`config.mk`:
```
export PLATFORM = sky130hd
export DESIGN_NAME = param_computer
export DESIGN_NICKNAME = d
export VERILOG_FILES = /design/src/rtl/param_computer.sv
export SDC_FILE = /design/constraint.sdc
export NUM_CORES = 1
export LEC_CHECK = 0
export CELL_PAD_IN_SITES_DETAIL_PLACEMENT = 1
export CELL_PAD_IN_SITES_GLOBAL_PLACEMENT = 1
export CORE_UTILIZATION = 53
export DETAILED_ROUTE_END_ITERATION = 6
export DONT_BUFFER_PORTS = 1
export GPL_ROUTABILITY_DRIVEN = 0
export MAX_ROUTING_LAYER = met4
export PLACE_DENSITY = 0.9
export SETUP_SLACK_MARGIN = 0.4
export SLEW_MARGIN = 40
export SYNTH_ARGS = -nofsm -noshare
export SYNTH_HDL_FRONTEND = slang
export SYNTH_SLANG_ARGS = --single-unit
```
`constraint.sdc`:
```
create_clock -name clk -period 4.6 [get_ports clk]
set_input_delay 0.69 -clock clk [delete_from_list [all_inputs] [get_ports clk]]
set_output_delay 0.69 -clock clk [all_outputs]
set_load 0.03 [all_outputs]
```
`src/rtl/param_computer.sv`:
```
// Multi-cycle register CPU: req/ack instruction fetch, parametrised register file,
// flag-driven jumps and strobed output ports.
module param_computer #(
    parameter int unsigned DATA_W     = 8,
    parameter int unsigned REG_AW     = 2,
    parameter int unsigned PC_W       = 8,
    parameter int unsigned NUM_OPORTS = 2,
    localparam int unsigned INSTR_W   = 4 + 2*REG_AW + DATA_W
) (
    input  logic                         clk,
    input  logic                         reset,
    output logic                         imem_req,
    output logic [PC_W-1:0]              imem_addr,
    input  logic                         imem_ack,
    input  logic [INSTR_W-1:0]           imem_data,
    input  logic [DATA_W-1:0]            iport,
    output logic [NUM_OPORTS*DATA_W-1:0] oport,
    output logic [NUM_OPORTS-1:0]        oport_stb,
    output logic                         halted,
    output logic [1:0]                   state
);

    typedef enum logic [1:0] {
        FETCH  = 2'd0,
        DECODE = 2'd1,
        EXEC   = 2'd2,
        HALT   = 2'd3
    } state_e;

    typedef enum logic [3:0] {
        OP_NOP = 4'd0,  OP_LDI = 4'd1,  OP_ADD = 4'd2,  OP_SUB = 4'd3,
        OP_AND = 4'd4,  OP_OR  = 4'd5,  OP_XOR = 4'd6,  OP_SHL = 4'd7,
        OP_SHR = 4'd8,  OP_OUT = 4'd9,  OP_IN  = 4'd10, OP_JMP = 4'd11,
        OP_JZ  = 4'd12, OP_JC  = 4'd13, OP_CMP = 4'd14, OP_HLT = 4'd15
    } op_e;

    state_e                      state_q;
    logic [PC_W-1:0]             pc_q;
    logic [INSTR_W-1:0]          instr_q;
    logic [DATA_W-1:0]           op1_q;
    logic [DATA_W-1:0]           op2_q;
    logic [DATA_W-1:0]           regs_q [2**REG_AW];
    logic                        z_q;
    logic                        c_q;
    logic                        halted_q;
    logic [NUM_OPORTS*DATA_W-1:0] oport_q;
    logic [NUM_OPORTS-1:0]       stb_q;

    op_e                         opcode;
    logic [REG_AW-1:0]           ra;
    logic [REG_AW-1:0]           rb;
    logic [DATA_W-1:0]           imm;

    assign opcode = op_e'(instr_q[INSTR_W-1 -: 4]);
    assign ra     = instr_q[DATA_W+REG_AW +: REG_AW];
    assign rb     = instr_q[DATA_W +: REG_AW];
    assign imm    = instr_q[DATA_W-1:0];

    // Result and carry share one extended word: bit DATA_W is the flag C.
    logic [DATA_W:0]   wide_d;
    logic [DATA_W-1:0] res_d;
    logic              c_d;
    logic              flags_d;
    logic              wr_d;
    logic              taken_d;

    always_comb begin
        wide_d  = '0;
        flags_d = 1'b1;
        wr_d    = 1'b1;
        case (opcode)
            OP_ADD:         wide_d = {1'b0, op1_q} + {1'b0, op2_q};
            OP_SUB, OP_CMP: wide_d = {1'b0, op1_q} - {1'b0, op2_q};
            OP_AND:         wide_d = {1'b0, op1_q & op2_q};
            OP_OR:          wide_d = {1'b0, op1_q | op2_q};
            OP_XOR:         wide_d = {1'b0, op1_q ^ op2_q};
            OP_SHL:         wide_d = {op1_q, 1'b0};
            OP_SHR:         wide_d = {op1_q[0], 1'b0, op1_q[DATA_W-1:1]};
            OP_LDI: begin
                wide_d  = {1'b0, imm};
                flags_d = 1'b0;
            end
            OP_IN: begin
                wide_d  = {1'b0, iport};
                flags_d = 1'b0;
            end
            default: begin
                flags_d = 1'b0;
                wr_d    = 1'b0;
            end
        endcase
        if (opcode == OP_CMP) wr_d = 1'b0;
        res_d   = wide_d[DATA_W-1:0];
        c_d     = wide_d[DATA_W];
        taken_d = (opcode == OP_JMP) || (opcode == OP_JZ && z_q) || (opcode == OP_JC && c_q);
    end

    always_ff @(posedge clk) begin
        if (reset) begin
            state_q  <= FETCH;
            pc_q     <= '0;
            instr_q  <= '0;
            op1_q    <= '0;
            op2_q    <= '0;
            z_q      <= 1'b0;
            c_q      <= 1'b0;
            halted_q <= 1'b0;
            oport_q  <= '0;
            stb_q    <= '0;
            for (int unsigned i = 0; i < 2**REG_AW; i++) regs_q[i] <= '0;
        end else begin
            stb_q <= '0;
            case (state_q)
                FETCH: begin
                    if (imem_ack) begin
                        instr_q <= imem_data;
                        pc_q    <= pc_q + PC_W'(1);
                        state_q <= DECODE;
                    end
                end
                DECODE: begin
                    op1_q   <= regs_q[ra];
                    op2_q   <= regs_q[rb];
                    state_q <= EXEC;
                end
                EXEC: begin
                    if (wr_d) regs_q[ra] <= res_d;
                    if (flags_d) begin
                        z_q <= (res_d == '0);
                        c_q <= c_d;
                    end
                    if (taken_d) pc_q <= PC_W'(imm);
                    // Port indices at or beyond NUM_OPORTS match no k and fall through silently.
                    if (opcode == OP_OUT) begin
                        for (int unsigned k = 0; k < NUM_OPORTS; k++) begin
                            if (imm == DATA_W'(k)) begin
                                oport_q[k*DATA_W +: DATA_W] <= op1_q;
                                stb_q[k]                    <= 1'b1;
                            end
                        end
                    end
                    if (opcode == OP_HLT) begin
                        state_q  <= HALT;
                        halted_q <= 1'b1;
                    end else begin
                        state_q <= FETCH;
                    end
                end
                HALT: halted_q <= 1'b1;
            endcase
        end
    end

    // Request is masked by reset so a pending fetch drops in the reset cycle itself.
    assign imem_req  = (state_q == FETCH) && !reset;
    assign imem_addr = pc_q;
    assign oport     = oport_q;
    assign oport_stb = stb_q;
    assign halted    = halted_q;
    assign state     = state_q;

endmodule

```
==> metrics, run 1 <==
placed cells between 600 and 700; Max Freq approximately 280 MHz; Distinct cells, synth just over 70; Final Hold Vio Count 0; clock network power share 0.304; Tcrit/Tclk final 0.7880; max-slew violation count 0; Avg Inst Size Synth about 9.4 um2; Worst Path Arrival 3.72 ns; Tightest Hold Check Type in2reg; Critical Path Sink Type register; syn_nets 650; TNS Setup 0 ns; initial antenna violation count 0; Initial Util 0.5421; clock slew at reported path FFs 0.10 ns; Max rail drop VDD ~0.21 mV; Final Setup Violations 0; final worst setup slack just under 1 ns; Die Height ~100 um; layout cells sized above 1 0.08696; grt total ovfl 0; worst endpoint required time between 4 and 5 ns; H-tree depth 3; fin nets between 600 and 700; vias per cell between 6 and 7; TritonCTS clock tree done; #FFs+latches synth 95; CTS Hold Bufs 0; largest net degree at the start of global routing a little over 70; TritonRoute pass-1 iters 5; Warnings, synthesis 0; worst-margin pin slew 0.8015 ns; CTS Buffer Depth 2; Non-Filler Instances about 700; Lkg Pwr between 2 and 2.5 nW; Final Util 0.5693; first-pass GRT wire length around 26 mm; post-layout instance area 5851 um2; Post-CTS Repair Setup Buffers 0; Root Buffer clkbuf_8; IO Pins 57; vias post-DR about 4600; total track usage 0.3158; RSZ-0062 raised after global routing no; Tmin final 3.625 ns; Die ar. ~11000 um2; Post-synth EDFFs 32; sw frac 0.3296; Syn Std Cell Area 5572 um2; register share of total power 0.453; clk_lat worst skew ~0.38 ns; logic gate share of total power 0.244; outcome complete, no violations; most frequent cells in the layout nor2_1 (95), dfxtp_1 (63), nand2_1 (56); crit start category register; PD cells 373.8 nW/um2; crit-path max FO 18; CTS Buf Count 9; First DRT Iteration DRCs between 200 and 300; post-route ant nets 0; DRC 0; Max Cap Violations 0; commonest non-fill, non-tap cell in the layout nor2_1; area post-placement approximately 5600 um2; Inserted Diodes 0; Die Wd between 100 and 150 um; Area Overhead vs Synth 5.008%; pre-CTS setup slack ~1.3 ns; Async SR Flop Fraction 0; Net Sw Power roughly 700 uW; Crit Path Class reg2reg; register area share after synthesis 0.3988; vias in the first global route approximately 4800; I/O Buffers 0; Routed WL per cell ~23 um; Num Clock Sinks between 90 and 100; Detailed Place HPWL 11.64 mm; fill count 1179; core area between 10000 and 15000 um2; FP Rows 37; CP max stage cell dfxtp_1; P_int roughly 1.5 mW; routed wire length roughly 16 mm; post-CTS sizing 0; Post-synth top flop dfxtp_1; area of the multi-input gates 3097 um2; Post-Synthesis Cells about 600; skew final 0.01399 ns; Reg area about 2200 um2; Max-Slew Margin vs Limit 0.4645; worst-path cell chain and3b_1, o21ai_2, nor2b_1, xnor2_1, ha_1, o21ai_1, a21oi_1, o41a_1, and4b_1, nor3_1, nor2_1; CP peak stage delay between 0.4 and 0.5 ns
-- power by group through the flow --
stage	clock (mW)	combinational, mW	sequential (mW)
3_3_place_gp	0	0.486	1.00
2_1_floorplan	0	0.426	0.967
3_5_place_dp	0	0.517	1.01
4_1_cts	0.662	0.527	0.989
5_1_grt	0.692	0.578	0.996
6_report	0.664	0.533	0.990
-- critical path, delay by kind of cell (launching register included) --
kind	cells	cell delay [ns]
and+or+nand+nor	5	1.40
adders and majority gates	1	0.33
DFF	1	0.49
xor gates and xnor gates	1	0.18
AOI/OAI and AO/OA	4	0.95
-- synth_stat cells (9+ instances only) --
cell	count	area, um2
o21ai_0	14	70.07
mux4_2	16	360.4
xnor2_1	9	78.83
inv_1	25	93.84
ha_1	31	387.9
nor2_1	95	356.6
nand2_1	56	210.2
a21oi_1	35	175.2
nand2b_1	10	62.56
dfxtp_1	63	1261
edfxtp_1	32	960.9
clkbuf_1	21	78.83
mux2i_1	35	350.3
-- path summary, 6_finish.rpt --
| path | cells after the start | to | slack (ns) | start |
|---|---|---|---|---|
| hold reg to reg | 2 | instr_q[2]$_SDFFE_PP0P_ | 0.50 | instr_q[2]$_SDFFE_PP0P_ |
| hold / removal | 1 | instr_q[8]$_SDFFE_PP0P_ | 0.37 | reset |
| setup reg to reg | 11 | regs_q[2][7]$_SDFFCE_PN0P_ | 0.98 | instr_q[15]$_SDFFE_PP0P_ |
| setup / recovery | 11 | regs_q[2][7]$_SDFFCE_PN0P_ | 0.98 | instr_q[15]$_SDFFE_PP0P_ |
-- layer usage --
layer | GRT usage | vias to the layer above | part of all wire
met4 | 0.1286 | 0 | 0.032
met5 | - | - | 0
met1 | 0.3988 | 2300 | 0.42
met3 | 0.04928 | 48 | 0.058
met2 | 0.5080 | 158 | 0.49
li1 | - | 2073 | -
-- stage by stage --
step,power (mW),hold slack [ns]
3_3_place_gp,1.487,0.4744
2_1_floorplan,1.393,0.4575
6_report,2.187,0.3723
3_5_place_dp,1.524,0.4870
4_1_cts,2.178,0.3684
5_1_grt,2.266,0.3594
-- sequential cells by signal (all words and copies together), names as in the netlist --
signal / flops
regs_q: 32
instr_q: 16
oport: 16
imem_addr: 8
op1_q: 8
op2_q: 8
oport_stb: 2
state: 2
c_q: 1
halted: 1
z_q: 1
-- cell type report --
type	instances	share of cell area
repair buffers	4	0.005133
well taps	136	0.02908
flip-flops and latches	95	0.3798
clock inverters	5	0.01454
multi-input cells	435	0.5293
inverters	25	0.01604
clock buffers	11	0.02609
-- cells by family (layout without fill, tap and decap cells) --
| group | Yosys count | count (layout) | synth area share |
|---|---|---|---|
| compound gates | 120 | 120 | 0.1505 |
| simple gates | 219 | 219 | 0.1821 |
| buf+inv | 61 | 45 | 0.04693 |
| flops | 95 | 95 | 0.3988 |
| fa+ha+maj | 32 | 32 | 0.07321 |
| xor+xnor | 12 | 12 | 0.01887 |
| mux | 52 | 52 | 0.1296 |
Power figures use the tool's default switching activity.
==> run 2, diff against run 1 <==
--- a/config.mk
+++ b/config.mk
@@ -7,12 +7,12 @@
 export LEC_CHECK = 0
 export CELL_PAD_IN_SITES_DETAIL_PLACEMENT = 1
 export CELL_PAD_IN_SITES_GLOBAL_PLACEMENT = 1
-export CORE_UTILIZATION = 53
+export CORE_UTILIZATION = 50
 export DETAILED_ROUTE_END_ITERATION = 6
 export DONT_BUFFER_PORTS = 1
 export GPL_ROUTABILITY_DRIVEN = 0
 export MAX_ROUTING_LAYER = met4
-export PLACE_DENSITY = 0.9
+export PLACE_DENSITY = 0.86
 export SETUP_SLACK_MARGIN = 0.4
 export SLEW_MARGIN = 40
 export SYNTH_ARGS = -nofsm -noshare
==> constraint.sdc (replaced) <==
create_clock -name clk -period 3.4 [get_ports clk]
set_input_delay 0.51 -clock clk [delete_from_list [all_inputs] [get_ports clk]]
set_output_delay 0.51 -clock clk [all_outputs]
set_load 0.03 [all_outputs]
==> run 2 against run 1 <==
Against the previous run:
- final area grew 4.5%
- global-route usage decreased by 0.32 points
- first-iteration DRC count increased by 41%
- non-clock buffer count up 22
- critical path depth up 1
- wire length up 9.2%
- count of clock-buffer cells in the layout shrank 1
- largest power group unchanged
==> metrics, run 2 (synthesis gave the netlist of run 1 again) <==
vias in the first global route 4764 (was 4803); IO Pins 57 (unchanged); worst-margin pin slew 0.9139 ns (was 0.8015 ns); crit start category register (unchanged); clock network power share 0.274 (was 0.304); commonest non-fill, non-tap cell in the layout nor2_1 (unchanged); post-route ant nets 0 (unchanged); Final Hold Vio Count 0 (unchanged); sw frac 0.3411 (was 0.3296); Crit Path Class reg2reg (unchanged); clock slew at reported path FFs 0.10 ns (about the same); Inserted Diodes 0 (unchanged); CP max stage cell dfxtp_4 (was dfxtp_1); H-tree depth 3 (unchanged); Worst R2R Start instr_q[15]$_SDFFE_PP0P_ (unchanged); RSZ-0062 raised after global routing yes (was no); layout cells sized above 1 0.1457 (was 0.08696); CTS Buf Count 9 (unchanged); CTS Buffer Depth 2 (unchanged); outcome complete, no violations (unchanged); initial antenna violation count 0 (unchanged); Max Freq 322.1 MHz (was 275.9 MHz); most frequent cells in the layout nor2_1 (91), dfxtp_1 (61), nand2_1 (56) (was nor2_1 (95), dfxtp_1 (63), nand2_1 (56)); register share of total power 0.440 (was 0.453); Critical Path Sink Type register (unchanged); WHS Path Cells 1 (unchanged); flip-flop count of the largest register after layout 32 (unchanged); crit-path max FO 7 (was 18); Num Clock Sinks 95 (unchanged); min-delay src reset (unchanged); Tmin final 3.105 ns (was 3.625 ns); Initial Util 0.5140 (was 0.5421); FP Rows 38 (was 37); Worst Reg-to-Reg Cells 12 (was 11); DRC 0 (unchanged); PD cells 493.7 nW/um2 (was 373.8 nW/um2); I/O Buffers 0 (unchanged); Die Height 107.6 um (was 104.5 um); Root Buffer clkbuf_8 (unchanged); largest net degree at the start of global routing 71 (unchanged); cell family with most CP delay simple AND/OR/NAND/NOR gates (unchanged); clk_lat worst skew 0.39 ns (was 0.38 ns); Tightest Hold Check Type in2reg (unchanged); Die ar. 11570 um2 (was 10930 um2); Max rail drop VDD 0.2982 mV (was 0.2147 mV); CP peak stage delay 0.38 ns (was 0.49 ns); worst-path cell chain and3b_2, o21ai_4, nor2b_4, xnor2_2, ha_1, buf_4, xor2_1, o211ai_1, o2111ai_1, nor3_1, nand4_1, o41ai_4 (was and3b_1, o21ai_2, nor2b_1, xnor2_1, ha_1, o21ai_1, a21oi_1, o41a_1, and4b_1, nor3_1, nor2_1); crit path from instr_q[15]$_SDFFE_PP0P_ (unchanged); Net Sw Power 1.030 mW (was 721.0 uW); Lkg Pwr 2.302 nW (was 2.160 nW); buffers plus inverters on the worst setup path 1 (was 0); Max-Slew Margin vs Limit 0.3894 (was 0.4645); TNS Setup 0 ns (unchanged); total track usage 0.3126 (was 0.3158); Routed WL per cell 24.09 um (was 22.85 um); Die Wd 107.6 um (was 104.5 um); core area 10840 um2 (was 10280 um2); Biggest register regs_q (unchanged); vias post-DR 4849 (was 4579); hold_ws 0.1933 ns (was 0.3723 ns); P_int 1.990 mW (was 1.466 mW); skew final 0.01384 ns (was 0.01399 ns); Final Setup Violations 0 (unchanged); worst endpoint required time 3.68 ns (was 4.70 ns); Tcrit/Tclk final 0.9131 (was 0.7880); max-slew violation count 0 (unchanged); grt total ovfl 0 (unchanged); critical path depth 12 (was 11); fin nets 651 (was 629); logic gate share of total power 0.285 (was 0.244); routed wire length 17.75 mm (was 16.25 mm); Max Cap Violations 0 (unchanged); vias per cell 6.579 (was 6.440); Detailed Place HPWL 11.88 mm (was 11.64 mm); First DRT Iteration DRCs 374 (was 265); Area Overhead vs Synth 9.769% (was 5.008%); TritonRoute pass-1 iters 4 (was 5); first-pass GRT wire length 26.28 mm (was 25.85 mm); Worst Path Arrival 3.39 ns (was 3.72 ns); TritonCTS clock tree done (unchanged)
run 2: cell types whose count changed in the layout (fill, tap and decap cells not counted), moves of 2 or more:
cell	delta
buf_4	+18
buf_6	+3
dfxtp_1	-2
inv_6	-2
nand2b_1	-2
nand2b_2	+2
nor2_1	-4
nor2_2	+3
run 2: layout make-up:
class                           instances  area, um2
Tap cell                              140      175.2
Fill cell                            1230       4725
Clock buffer                           10      127.6
Sequential cell                        95       2227
Clock inverter                          6      85.08
Timing Repair Buffer                   26      211.5
Multi-Input combinational cell        435       3196
Inverter                               25      93.84
run 2: metrics by stage:
step	instances	utilization	setup WS, ns	power [mW]	cell area [um2]
after floorplan	591	-	0.4064	1.889	5593
after global placement	711	0.5264	0.3724	2.048	5707
after detailed placement	711	0.5270	0.08646	2.096	5713
after CTS	730	0.5507	0.4031	2.927	5969
after global routing	737	0.5642	0.2564	3.126	6116
final	737	0.5642	0.2953	3.020	6116
run 2: routing by layer:
layer,vias up,global-route usage,part of all wire
met3,82,0.06840,0.052
met4,0,0.1321,0.051
li1,2127,-,-
met1,2433,0.3832,0.41
met2,207,0.4986,0.49
met5,-,-,0
run 2: path summary, 6_finish.rpt:
check | end | slack (ns)
hold / removal | imem_addr[4]$_SDFFE_PP0P_ | 0.19
hold reg to reg | instr_q[6]$_SDFFE_PP0P_ | 0.51
setup reg to reg | z_q$_SDFFE_PP0P_ | 0.30
setup / recovery | z_q$_SDFFE_PP0P_ | 0.30
run 2: repair_timing:
action | 4_1_cts | 5_1_grt
buffers inserted | 3 | 7
hold buffers | 0 | 0
endpoints found under the setup margin | 18 | 31
pin swaps | 4 | 4
gates cloned | 0 | 0
gates resized for setup | 6 | 21
run 2: power by group through the flow:
stage	Combinational [mW]	Clock, mW	Sequential (mW)
final	0.862	0.829	1.33
after global placement	0.703	0	1.35
after detailed placement	0.745	0	1.35
after CTS	0.769	0.832	1.33
after floorplan	0.580	0	1.31
after global routing	0.917	0.874	1.34
==> run 3, diff against run 2 <==
--- a/config.mk
+++ b/config.mk
@@ -8,6 +8,7 @@
 export CELL_PAD_IN_SITES_DETAIL_PLACEMENT = 1
 export CELL_PAD_IN_SITES_GLOBAL_PLACEMENT = 1
 export CORE_UTILIZATION = 50
+export CTS_CLUSTER_DIAMETER = 100
 export DETAILED_ROUTE_END_ITERATION = 6
 export DONT_BUFFER_PORTS = 1
 export GPL_ROUTABILITY_DRIVEN = 0
==> constraint.sdc (replaced) <==
create_clock -name clk -period 3.1 [get_ports clk]
set_input_delay 0.465 -clock clk [delete_from_list [all_inputs] [get_ports clk]]
set_output_delay 0.465 -clock clk [all_outputs]
set_load 0.03 [all_outputs]
==> run 3 against run 2 <==
Against the previous run:
- the flow now finishes with violations (setup timing)
- first-iteration DRC count rose by 18%
- critical endpoint unchanged
- largest power group unchanged
- sequential cell count stayed put
- hold slack worse by 0.049 ns
==> metrics, run 3 (synthesis gave the netlist of run 1 again) <==
DRC 0 (unchanged); Inserted Diodes 0 (unchanged); Final Util 0.5897 (was 0.5642); flip-flop count of the largest register after layout 32 (unchanged); pre-CTS setup slack 0.02516 ns (was 0.08646 ns); min-delay src reset (unchanged); layout cells sized above 1 0.2148 (was 0.1457); Die ar. 11570 um2 (unchanged); First DRT Iteration DRCs 443 (was 374); Biggest register regs_q (unchanged); fin nets 664 (was 651); clk_lat worst skew 0.39 ns (about the same); CTS Buffer Depth 2 (unchanged); largest net degree at the start of global routing 71 (unchanged); Max rail drop VDD 0.3142 mV (was 0.2982 mV); CP max stage cell or3_1 (was dfxtp_4); Worst path most repeated cell a21oi_2; Die Wd 107.6 um (unchanged); post-layout instance area 6392 um2 (was 6116 um2); post-route ant nets 0 (unchanged); max-slew violation count 0 (unchanged); Routed WL per cell 27.20 um (was 24.09 um); vias post-DR 5017 (was 4849); routed wire length 20.40 mm (was 17.75 mm); Tcrit/Tclk final 1.026 (was 0.9131); worst reg2reg endpoint z_q$_SDFFE_PP0P_ (unchanged); Tightest Hold Check Type in2reg (unchanged); Hold EP state[1]$_SDFFE_PP0P_ (was imem_addr[4]$_SDFFE_PP0P_); failing checks setup timing; Critical Path Sink Type register (unchanged); crit-path max FO 6 (was 7); core area 10840 um2 (unchanged); Tmin final 3.182 ns (was 3.105 ns); vias in the first global route 4936 (was 4764); Lkg Pwr 2.397 nW (was 2.302 nW); IO Pins 57 (unchanged); grt total ovfl 0 (unchanged); Root Buffer clkbuf_8 (unchanged); Num Clock Sinks 95 (unchanged); Die Height 107.6 um (unchanged); clock slew at reported path FFs 0.10 ns (about the same); worst reg2reg setup slack -0.08 ns (was 0.30 ns); vias per cell 6.689 (was 6.579); RSZ-0062 raised after global routing yes (unchanged); Initial Util 0.5140 (unchanged); worst-path cell chain and3b_2, o21ai_4, buf_6, nor2_4, a21oi_2, ha_1, nand2b_1, a21oi_2, o41a_1, and4b_2, or3_1, o41ai_2 (was and3b_2, o21ai_4, nor2b_4, xnor2_2, ha_1, buf_4, xor2_1, o211ai_1, o2111ai_1, nor3_1, nand4_1, o41ai_4); WHS Path Cells 1 (unchanged); Worst Path Arrival 3.47 ns (was 3.39 ns); I/O Buffers 0 (unchanged); initial antenna violation count 0 (unchanged); worst-margin pin slew 0.8753 ns (was 0.9139 ns); Crit Path Class reg2reg (unchanged); CP peak stage delay 0.39 ns (was 0.38 ns); PD cells 538.5 nW/um2 (was 493.7 nW/um2); crit start category register (unchanged); TritonCTS clock tree done (unchanged); Worst R2R Start instr_q[12]$_SDFFE_PP0P_ (was instr_q[15]$_SDFFE_PP0P_); final worst setup slack -0.08193 ns (was 0.2953 ns); Max-Slew Margin vs Limit 0.4103 (was 0.3894); Area Overhead vs Synth 14.73% (was 9.769%); FP Rows 38 (unchanged); outcome finished with violations (was complete, no violations); Final Hold Vio Count 0 (unchanged); Max Freq 314.3 MHz (was 322.1 MHz); Detailed Place HPWL 11.78 mm (was 11.88 mm); CTS Hold Bufs 0 (unchanged); CTS Buf Count 9 (unchanged); area post-placement 5724 um2 (was 5713 um2); H-tree depth 3 (unchanged); Max Cap Violations 0 (unchanged); total track usage 0.3177 (was 0.3126); TritonRoute pass-1 iters 5 (was 4); Final Setup Violations 2 (was 0); hold_ws 0.1447 ns (was 0.1933 ns); worst endpoint required time 3.39 ns (was 3.68 ns); commonest non-fill, non-tap cell in the layout nor2_1 (unchanged); skew final 0.01755 ns (was 0.01384 ns); first-pass GRT wire length 26.81 mm (was 26.28 mm); Worst Reg-to-Reg Cells 12 (unchanged); most frequent cells in the layout nor2_1 (85), dfxtp_1 (59), nand2_1 (52) (was nor2_1 (91), dfxtp_1 (61), nand2_1 (56))
run 3: area by class of cell:
cell class | instances | area, um2
fill | 1196 | 4448
multi-input combinational | 435 | 3377
sequential | 95 | 2235
timing repair buffer | 39 | 335.3
tap | 140 | 175.2
clock buffer | 12 | 156.4
inverter | 25 | 93.84
clock inverter | 4 | 20.02
run 3: worst max-delay path by stage:
stage	start	to	slack, ns	cells after the start
after global placement	instr_q[12]$_SDFFE_PP0P_	z_q$_SDFFE_PP0P_	0.19	11
after detailed placement	instr_q[12]$_SDFFE_PP0P_	regs_q[3][7]$_DFFE_PP_	0.03	11
after floorplan	instr_q[14]$_SDFFE_PP0P_	z_q$_SDFFE_PP0P_	0.12	14
final	instr_q[12]$_SDFFE_PP0P_	z_q$_SDFFE_PP0P_	-0.08	12
after CTS	instr_q[14]$_SDFFE_PP0P_	z_q$_SDFFE_PP0P_	0.23	11
after global routing	op2_q[2]$_SDFFE_PP0N_	z_q$_SDFFE_PP0P_	-0.15	10
run 3: report_power, final:
part	internal, mW	total, mW	switching [mW]
clock	0.336	0.805	0.470
sequential	1.34	1.47	0.123
combinational	0.502	1.17	0.670
run 3: critical path, delay by kind of cell, from the launching register on:
| family | cells | cell delay [ns] |
|---|---|---|
| AND/OR/NAND/NOR | 5 | 1.09 |
| AO/OA/AOI/OAI | 5 | 1.12 |
| adder cells (fa/ha/maj) | 1 | 0.32 |
| buffers and inverters | 1 | 0.16 |
| flip-flops | 1 | 0.38 |
run 3: repair_timing:
item                                    4_1_cts  5_1_grt
buffers inserted                             11       11
pin swaps                                    12       29
endpoints found under the setup margin       38       47
resized for setup                            15       60
run 3: per-layer routing:
layer  GRT usage  vias up  share of wire
li1            -     2139              -
met1      0.3977     2523           0.39
met2      0.5119      257           0.49
met3     0.04722       98          0.074
met4      0.1389        0          0.056
met5           -        -              0
run 3: per-stage QoR:
stage          setup TNS [ns]  cells  total power, mW
4_1_cts                     0    739            3.081
6_report             -0.09456    750            3.442
5_1_grt               -0.4022    750            3.546
3_5_place_dp                0    712            2.279
3_3_place_gp                0    712            2.235
2_1_floorplan               0    591            2.078
